===== src/rtl/tone_meas.sv =====
// Tone half-period meter: measures the spacing of edges on an asynchronous square wave
// and reports it as a divider value, with lock and loss-of-signal indications.

module tone_meas_chk #(
    parameter int WIDTH_COUNTER = 10
) (
    input logic                     clk,
    input logic                     rst,
    input logic                     sample_stb,
    input logic                     locked,
    input logic                     timeout,
    input logic [WIDTH_COUNTER-1:0] div_out
);

    stb_excludes_timeout: assert property (@(posedge clk) disable iff (rst)
        sample_stb |-> !timeout);

    locked_excludes_timeout: assert property (@(posedge clk) disable iff (rst)
        locked |-> !timeout);

    sample_nonzero: assert property (@(posedge clk) disable iff (rst)
        sample_stb |-> (div_out != '0));

endmodule

module tone_meas #(
    parameter int WIDTH_COUNTER = 10,
    parameter int STABLE_COUNT  = 3
) (
    input  logic                     clk,
    input  logic                     rst,
    input  logic                     tone_in,
    output logic [WIDTH_COUNTER-1:0] div_out,
    output logic                     sample_stb,
    output logic                     locked,
    output logic                     timeout
);

    localparam int MATCH_W = $clog2(STABLE_COUNT + 1);
    localparam logic [WIDTH_COUNTER-1:0] CNT_MAX   = {WIDTH_COUNTER{1'b1}};
    localparam logic [WIDTH_COUNTER-1:0] CNT_ONE   = WIDTH_COUNTER'(1);
    localparam logic [MATCH_W-1:0]       MATCH_MAX = MATCH_W'(STABLE_COUNT);
    localparam logic [MATCH_W-1:0]       MATCH_ONE = MATCH_W'(1);
    localparam logic [MATCH_W-1:0]       MATCH_ZRO = MATCH_W'(0);

    typedef enum logic [1:0] {
        ST_SEARCH = 2'b00,
        ST_TRACK  = 2'b01,
        ST_LOCKED = 2'b10
    } state_t;

    logic                     sync1_r;
    logic                     sync2_r;
    logic                     prev_r;
    logic                     edge_s;
    logic                     sat_s;
    logic [WIDTH_COUNTER-1:0] cnt_r;
    logic [MATCH_W-1:0]       match_r;
    logic [MATCH_W-1:0]       match_upd_s;
    logic [MATCH_W-1:0]       match_nxt_s;
    state_t                   state_r;
    state_t                   state_nxt_s;
    logic [WIDTH_COUNTER-1:0] div_r;
    logic [WIDTH_COUNTER-1:0] div_nxt_s;
    logic                     stb_r;
    logic                     stb_nxt_s;
    logic                     locked_r;
    logic                     locked_nxt_s;
    logic                     timeout_r;
    logic                     timeout_nxt_s;

    assign edge_s = sync2_r ^ prev_r;
    assign sat_s  = (cnt_r == CNT_MAX);

    // Synchronizer pair plus previous-level register for edge detection
    always_ff @(posedge clk or posedge rst) begin
        if (rst) begin
            sync1_r <= 1'b0;
            sync2_r <= 1'b0;
            prev_r  <= 1'b0;
        end else begin
            sync1_r <= tone_in;
            sync2_r <= sync1_r;
            prev_r  <= sync2_r;
        end
    end

    // Half-period counter: restarts at 1 on every edge, saturates instead of wrapping
    always_ff @(posedge clk or posedge rst) begin
        if (rst) begin
            cnt_r <= '0;
        end else if (edge_s) begin
            cnt_r <= CNT_ONE;
        end else if (!sat_s) begin
            cnt_r <= cnt_r + CNT_ONE;
        end else begin
            cnt_r <= cnt_r;
        end
    end

    // Match count a sample would produce; zero marks the first sample after SEARCH
    always_comb begin
        match_upd_s = MATCH_ONE;
        if (match_r == MATCH_ZRO) begin
            match_upd_s = MATCH_ONE;
        end else if (cnt_r == div_r) begin
            if (match_r >= MATCH_MAX) begin
                match_upd_s = MATCH_MAX;
            end else begin
                match_upd_s = match_r + MATCH_ONE;
            end
        end else begin
            match_upd_s = MATCH_ONE;
        end
    end

    // State register
    always_ff @(posedge clk or posedge rst) begin
        if (rst) begin
            state_r <= ST_SEARCH;
        end else begin
            state_r <= state_nxt_s;
        end
    end

    // Next-state logic; an edge coinciding with saturation is still a sample
    always_comb begin
        state_nxt_s = state_r;
        case (state_r)
            ST_SEARCH: begin
                if (edge_s) begin
                    state_nxt_s = ST_TRACK;
                end else begin
                    state_nxt_s = ST_SEARCH;
                end
            end
            ST_TRACK, ST_LOCKED: begin
                if (edge_s) begin
                    if (match_upd_s >= MATCH_MAX) begin
                        state_nxt_s = ST_LOCKED;
                    end else begin
                        state_nxt_s = ST_TRACK;
                    end
                end else if (sat_s) begin
                    state_nxt_s = ST_SEARCH;
                end else begin
                    state_nxt_s = state_r;
                end
            end
            default: begin
                state_nxt_s = ST_SEARCH;
            end
        endcase
    end

    // Output/datapath next values, registered below
    always_comb begin
        div_nxt_s     = div_r;
        stb_nxt_s     = 1'b0;
        match_nxt_s   = match_r;
        timeout_nxt_s = timeout_r;
        case (state_r)
            ST_SEARCH: begin
                if (edge_s) begin
                    timeout_nxt_s = 1'b0;
                end else begin
                    timeout_nxt_s = timeout_r;
                end
            end
            ST_TRACK, ST_LOCKED: begin
                if (edge_s) begin
                    div_nxt_s   = cnt_r;
                    stb_nxt_s   = 1'b1;
                    match_nxt_s = match_upd_s;
                end else if (sat_s) begin
                    timeout_nxt_s = 1'b1;
                    match_nxt_s   = MATCH_ZRO;
                end else begin
                    match_nxt_s = match_r;
                end
            end
            default: begin
                match_nxt_s = MATCH_ZRO;
            end
        endcase
        locked_nxt_s = (state_nxt_s == ST_LOCKED);
    end

    // Registered outputs and match counter
    always_ff @(posedge clk or posedge rst) begin
        if (rst) begin
            div_r     <= '0;
            stb_r     <= 1'b0;
            locked_r  <= 1'b0;
            timeout_r <= 1'b0;
            match_r   <= MATCH_ZRO;
        end else begin
            div_r     <= div_nxt_s;
            stb_r     <= stb_nxt_s;
            locked_r  <= locked_nxt_s;
            timeout_r <= timeout_nxt_s;
            match_r   <= match_nxt_s;
        end
    end

    assign div_out    = div_r;
    assign sample_stb = stb_r;
    assign locked     = locked_r;
    assign timeout    = timeout_r;

    tone_meas_chk #(
        .WIDTH_COUNTER(WIDTH_COUNTER)
    ) u_chk (
        .clk       (clk),
        .rst       (rst),
        .sample_stb(stb_r),
        .locked    (locked_r),
        .timeout   (timeout_r),
        .div_out   (div_r)
    );

endmodule


===== config.mk =====
export PLATFORM = sky130hd
export DESIGN_NAME = tone_meas
export DESIGN_NICKNAME = d
export VERILOG_FILES = /design/src/rtl/tone_meas.sv
export SDC_FILE = /design/constraint.sdc
export NUM_CORES = 1
export LEC_CHECK = 0
export CAP_MARGIN = 40
export CORE_ASPECT_RATIO = 1.2
export CORE_MARGIN = 4
export CORE_UTILIZATION = 35
export DETAILED_ROUTE_END_ITERATION = 16
export DONT_BUFFER_PORTS = 1
export SYNTH_ARGS = -nofsm -noshare
export SYNTH_HDL_FRONTEND = slang
export SYNTH_HIERARCHICAL = 1
export SYNTH_SLANG_ARGS = --single-unit
export TNS_END_PERCENT = 1

===== constraint.sdc =====
create_clock -name clk -period 2.5 [get_ports clk]
set_clock_uncertainty 0.1 [all_clocks]
set_input_delay 0.375 -clock clk [delete_from_list [all_inputs] [get_ports clk]]
set_output_delay 0.375 -clock clk [all_outputs]
set_load 0.03 [all_outputs]

# Word level (Yosys, flattened, before mapping)

Index checks and enable logic that the tools add are counted.

Add/subtract/negate cells: 2
Bitwise logic cells: 2
Equal/unequal tests: 10
Mux-type cells: 19
Reduce and logical (&&, ||, !) cells: 7
Order comparisons: 2

Operators by type and width:

| cell                                                      | number |
|---|---|
| 2-to-1 mux 10 bit                                         | 2 |
| 2-to-1 mux 2 bit                                          | 8 |
| adder 10 x 1 -> 10 bit (second input constant)            | 1 |
| equality test 10 bit                                      | 1 |
| equality test 10 bit (second input constant)              | 1 |
| != test 2 bit (second input constant)                     | 4 |
| one-hot mux 2 bit (2 select lines)                        | 2 |
| 2-to-1 mux 1 bit                                          | 6 |
| equality test 2 bit (second input constant)               | 2 |
| greater-or-equal comparator 2 bit (second input constant) | 2 |
| zero test 2 bit                                           | 2 |
| AND reduction 2 bit                                       | 2 |
| AND reduction 4 bit                                       | 1 |
| != test 3 bit (second input constant)                     | 1 |
| adder 2 x 1 -> 2 bit (second input constant)              | 1 |
| equality test 2 x 1 -> 1 bit (second input constant)      | 1 |
| one-hot mux 1 bit (2 select lines)                        | 1 |
| nonzero test 2 bit                                        | 1 |
| OR reduction 2 bit                                        | 1 |
| NOT 1 bit                                                 | 1 |
| XOR 1 bit                                                 | 1 |

Flip-flop bits (word level): 30

# Depth between registers and ports, before layout

Depth in word-level cells: 9
Depth in mapped cells: 7

# Worst setup path after synthesis

OpenSTA, ideal clock, no wires.

Kind: register to register
Start: register cnt_r[0]
End: register cnt_r[7]
Data required time: 2.279 ns
Period minus slack after synthesis: 1.668 ns
Arrival: 1.447 ns
Stages on the path, launching flop included: 7
Slack: 0.832 ns
Cell sequence: dfrtp_1 -> ha_1 -> and2_2 -> clkbuf_8 -> a2111oi_4 -> xnor2_1 -> nor2_1

Longest elaborated chain between the ends: 3
Elaborated cells between the ends (all ways): 5

RTL lines:

| item                   | RTL line | source |
|---|---|---|
| from (decl)            | 57       | `logic [WIDTH_COUNTER-1:0] cnt_r;` |
| from (signal assigned) | 95       | `cnt_r <= cnt_r + CNT_ONE;` |
| from (signal assigned) | 97       | `cnt_r <= cnt_r;` |
| adder 10 x 1 -> 10 bit | 95       |  |
| 2-to-1 mux 10 bit      | 94       | `end else if (!sat_s) begin` |
| 2-to-1 mux 10 bit      | 92       | `end else if (edge_s) begin` |

Parallel ways exist; a longest one is shown, timed or not. The select of a mux whose other input is x is not followed.
A chain may end at the register's enable or synchronous reset.

# Worst setup path in the final report

Start: register state_r[1]
End: register div_r[9] (netlist: div_out[9])

Longest elaborated chain between the ends: 3
Elaborated cells between the ends (all ways): 4

RTL lines:

| item                                                                | RTL line | source |
|---|---|---|
| from (decl)                                                         | 61       | `state_t state_r;` |
| from (signal assigned)                                              | 122      | `state_r <= state_nxt_s;` |
| equality test 2 x 1 -> 1 bit or equality test 2 bit (tied branches) | 162      | `case (state_r)` |
| OR reduction 2 bit (*)                                              | 162      |  |
| AND reduction 2 bit (no line) (*)                                   | n/a      |  |
| to (signal assigned)                                                | 198      | `div_r <= div_nxt_s;` |
| to (decl)                                                           | 63       | `logic [WIDTH_COUNTER-1:0] div_r;` |

Every way passes the cells marked *; elsewhere a longest branch is shown, timed or not.

==> flow_summary.rst <==
.. list-table::
   :header-rows: 1

   * - Metric
     - Value
   * - Global-route wire length before repair
     - 5.05 mm
   * - Critical register-to-register path startpoint
     - state_r[1]
   * - Library cell occupying the most area in the post-synthesis netlist
     - dfrtp_1
   * - Top post-synthesis cells by count
     - dfrtp_1, xor2_1, inv_1, nor2_1, nand2_1
   * - Input/output buffers
     - 0
   * - Min-Delay Path Depth
     - 0
   * - Post-DR wirelength/cell
     - 14.7 um
   * - Critical path data required time
     - 2.56 ns
   * - Hold_sp
     - tone_in
   * - TritonCTS sink count
     - 30
   * - Ratio of cells with drive above 1 in the final layout
     - 0.183
   * - Half-perimeter wire length after detailed placement
     - between 2 and 2.5 mm
   * - Reg2Reg Capture Point
     - div_out[9]
   * - CP endpoint kind
     - register
   * - Count of hold buffers inserted by post-cts repair
     - 1
   * - Power share of the sequential group
     - 0.472
   * - Die span in y
     - between 80 and 90 um
   * - Count of inserted antenna diode cells
     - 0
   * - Share of async-settable or async-resettable flops after synthesis
     - 1.00
   * - Number of max-cap violations
     - 0
   * - Worst IR drop on VDD
     - between 400 and 500 uV
   * - Synthesis-stage register bit count
     - 30
   * - Switching share of power
     - 0.359
   * - Most common flop cell mapped by yosys
     - dfrtp_1
   * - Worst Path Class, Setup
     - register to register
   * - Placement row count
     - 26
   * - Effective utilization at floorplan
     - 0.361
   * - Worst hold slack after final layout
     - 0.0245 ns
   * - DRT Wirelength
     - between 2 and 3 mm
   * - Final Wtd Congestion
     - 0.751
   * - Number of design rule violations left after detail routing
     - 0
   * - Max frequency
     - roughly 520 MHz
   * - Switching component of the power
     - 519 uW
   * - Final TNS setup
     - 0 ns
   * - Area of the core region
     - 4260 um2
   * - DIE AREA
     - 5520 um2
   * - Headroom to the max-slew limit
     - 0.685
   * - I/O pin total
     - 16
   * - Area after DPL
     - 1580 um2
   * - Post-synthesis net count
     - 144
   * - Internal Dissipation
     - roughly 930 uW
   * - R2r setup slk
     - 0.59 ns
   * - 1st-pass router iterations
     - 4
   * - Worst Hold Endpoint
     - sync1_r
   * - Finish-stage setup viols
     - 0
   * - Slew Limit Fails
     - 0
   * - Via count of the routed design
     - between 1000 and 1500
   * - Most used standard cell by instance count after synthesis
     - dfrtp_1
   * - Gate count of the mapped netlist
     - 138
   * - RSZ-0062 raised after global routing
     - no
   * - Synthesized area per cell
     - between 10 and 15 um2
   * - Category of the worst setup path launch point
     - register
   * - Synthesis Warnings
     - 6
   * - Tmin final
     - 1.91 ns
   * - DRT iter0 DRCs
     - 79
   * - Source-to-sink clock delay at the later pin of the worst-skew pair
     - ~0.28 ns
   * - Chip width
     - 68.5 um
   * - Fin worst setup slack
     - about 0.6 ns
   * - Post-route clock period utilization
     - 0.764
   * - Number of nets still failing antenna checks after routing
     - 0
   * - Power share of the combinational group
     - 0.268
   * - Type of the tightest min-delay check
     - primary input to register
   * - GRT Overall Usage
     - 0.127
   * - Synth cell types
     - 40
   * - Root buffer cell
     - clkbuf_8
   * - CTS clk-pin slew, worst paths
     - 0.06 ns
   * - Vias in the first global route
     - 1071
   * - Residual overflow from global routing
     - 0
   * - Synth top area share
     - 0.489
   * - Critical path data arrival time
     - 1.97 ns
   * - Detailed-route vias per instance
     - 5.12
   * - Final Cell Area
     - 1670 um2
   * - Number of antenna violations at the first check in global routing
     - 0
   * - Number of buffers created by CTS
     - 5
   * - Share of the core filled with cells
     - 0.391
   * - Post-Place Setup Slack
     - 0.577 ns
   * - Leading post-synthesis cells by cell area
     - dfrtp_1, xor2_1, mux2_2
   * - Number of setup buffers added after CTS
     - 0
   * - Result of the run
     - complete, no violations
   * - Total standard cell area after synthesis
     - between 1500 and 2000 um2
   * - Critical path peak fanout
     - 9
   * - CTS tree
     - built
   * - Buffer levels on the longest clock path
     - 2
   * - Area growth from synthesis to layout
     - 8.55%
   * - Areal power density over the cells
     - between 800 and 900 nW/um2
   * - Maximum number of pins on one net before global-route repair
     - 31
   * - CTS HTree Levels
     - 2
   * - Register-to-Register Path Depth
     - 5
   * - Least-Margin Pin Slew
     - about 0.47 ns
   * - Hold Vio Cnt, Final
     - 0
   * - Portion of the post-synthesis area used by sequential elements
     - 0.489
   * - Number of gates resized after cts
     - 0
   * - Number of enable flip-flop cells after synthesis
     - 0
   * - Total Nets Final
     - 149
   * - Standby leakage power
     - 0.000769 uW
   * - Clock network fraction of total power
     - 0.260
power by group through the flow:
stage	combinational, uW	clock [uW]	sequential (uW)
final	387	376	682
after global routing	428	419	694
after CTS	391	387	685
after detailed placement	388	0	694
after global placement	375	0	691
after floorplan	323	0	672
kinds of logic after synthesis:
kind of cell	count (synthesis)	share of synthesized area
AO/OA/AOI/OAI	23	0.125
XOR/XNOR	16	0.0912
adder cells (fa/ha/maj)	3	0.0244
buffers and inverters	17	0.0619
flip-flops	30	0.489
multiplexers	8	0.0578
AND/OR/NAND/NOR	41	0.151
state kept, by name (all words and copies together), names as in the netlist:
register    flops
cnt_r          10
div_out        10
match_r         2
state_r         2
locked          1
prev_r          1
sample_stb      1
sync1_r         1
sync2_r         1
timeout         1
worst max-delay path, cell delays in order, from the launching register on:
cell,delay [ns]
dfrtp_1,0.37
inv_1,0.05
ha_1,0.43
nand2_1,0.25
inv_2,0.24
mux2_2,0.35
per-layer routing:
| metal | wire [um] | track usage |
|---|---|---|
| met1 | 1240 | 0.142 |
| met4 | 46 | 0.0596 |
| met3 | 230 | 0.0615 |
| met2 | 1400 | 0.198 |
| met5 | 0 | 0 |
worst max-delay path by stage:
stage	start	to	slack, ns	cells after the start
6_report	state_r[1]	div_out[9]	0.59	5
5_1_grt	state_r[1]	div_out[9]	0.44	5
4_1_cts	state_r[1]	div_out[1]	0.57	5
3_5_place_dp	state_r[1]	div_out[1]	0.58	5
3_3_place_gp	state_r[1]	div_out[7]	0.61	5
2_1_floorplan	cnt_r[0]	cnt_r[7]	0.83	6
cell usage in the layout, fill, tap and decap left out, types with 3 or more instances in the layout:
| cell | n |
|---|---|
| nand4_1 | 6 |
| xnor2_1 | 5 |
| buf_4 | 3 |
| mux2_2 | 7 |
| a21oi_1 | 3 |
| nand2_1 | 8 |
| clkbuf_8 | 6 |
| ha_1 | 3 |
| inv_1 | 10 |
| nor2_1 | 10 |
| nor3_1 | 4 |
| dfrtp_1 | 30 |
| xor2_1 | 11 |
| a31oi_1 | 3 |
| o21ai_0 | 4 |
| nand3_1 | 3 |
metrics by stage:
step / power [uW] / cells
after floorplan: 996 / 138
after global placement: 1070 / 191
after detailed placement: 1080 / 191
after CTS: 1460 / 198
after global routing: 1540 / 198
final: 1440 / 198
cell type report:
type,instances,area (um2)
fill,420,2590
sequential,30,751
multi-input combinational,91,691
clock buffer,6,82.6
tap,56,70.1
inverter,11,41.3
timing repair buffer,4,32.5
(Power assumes the default switching activity.)
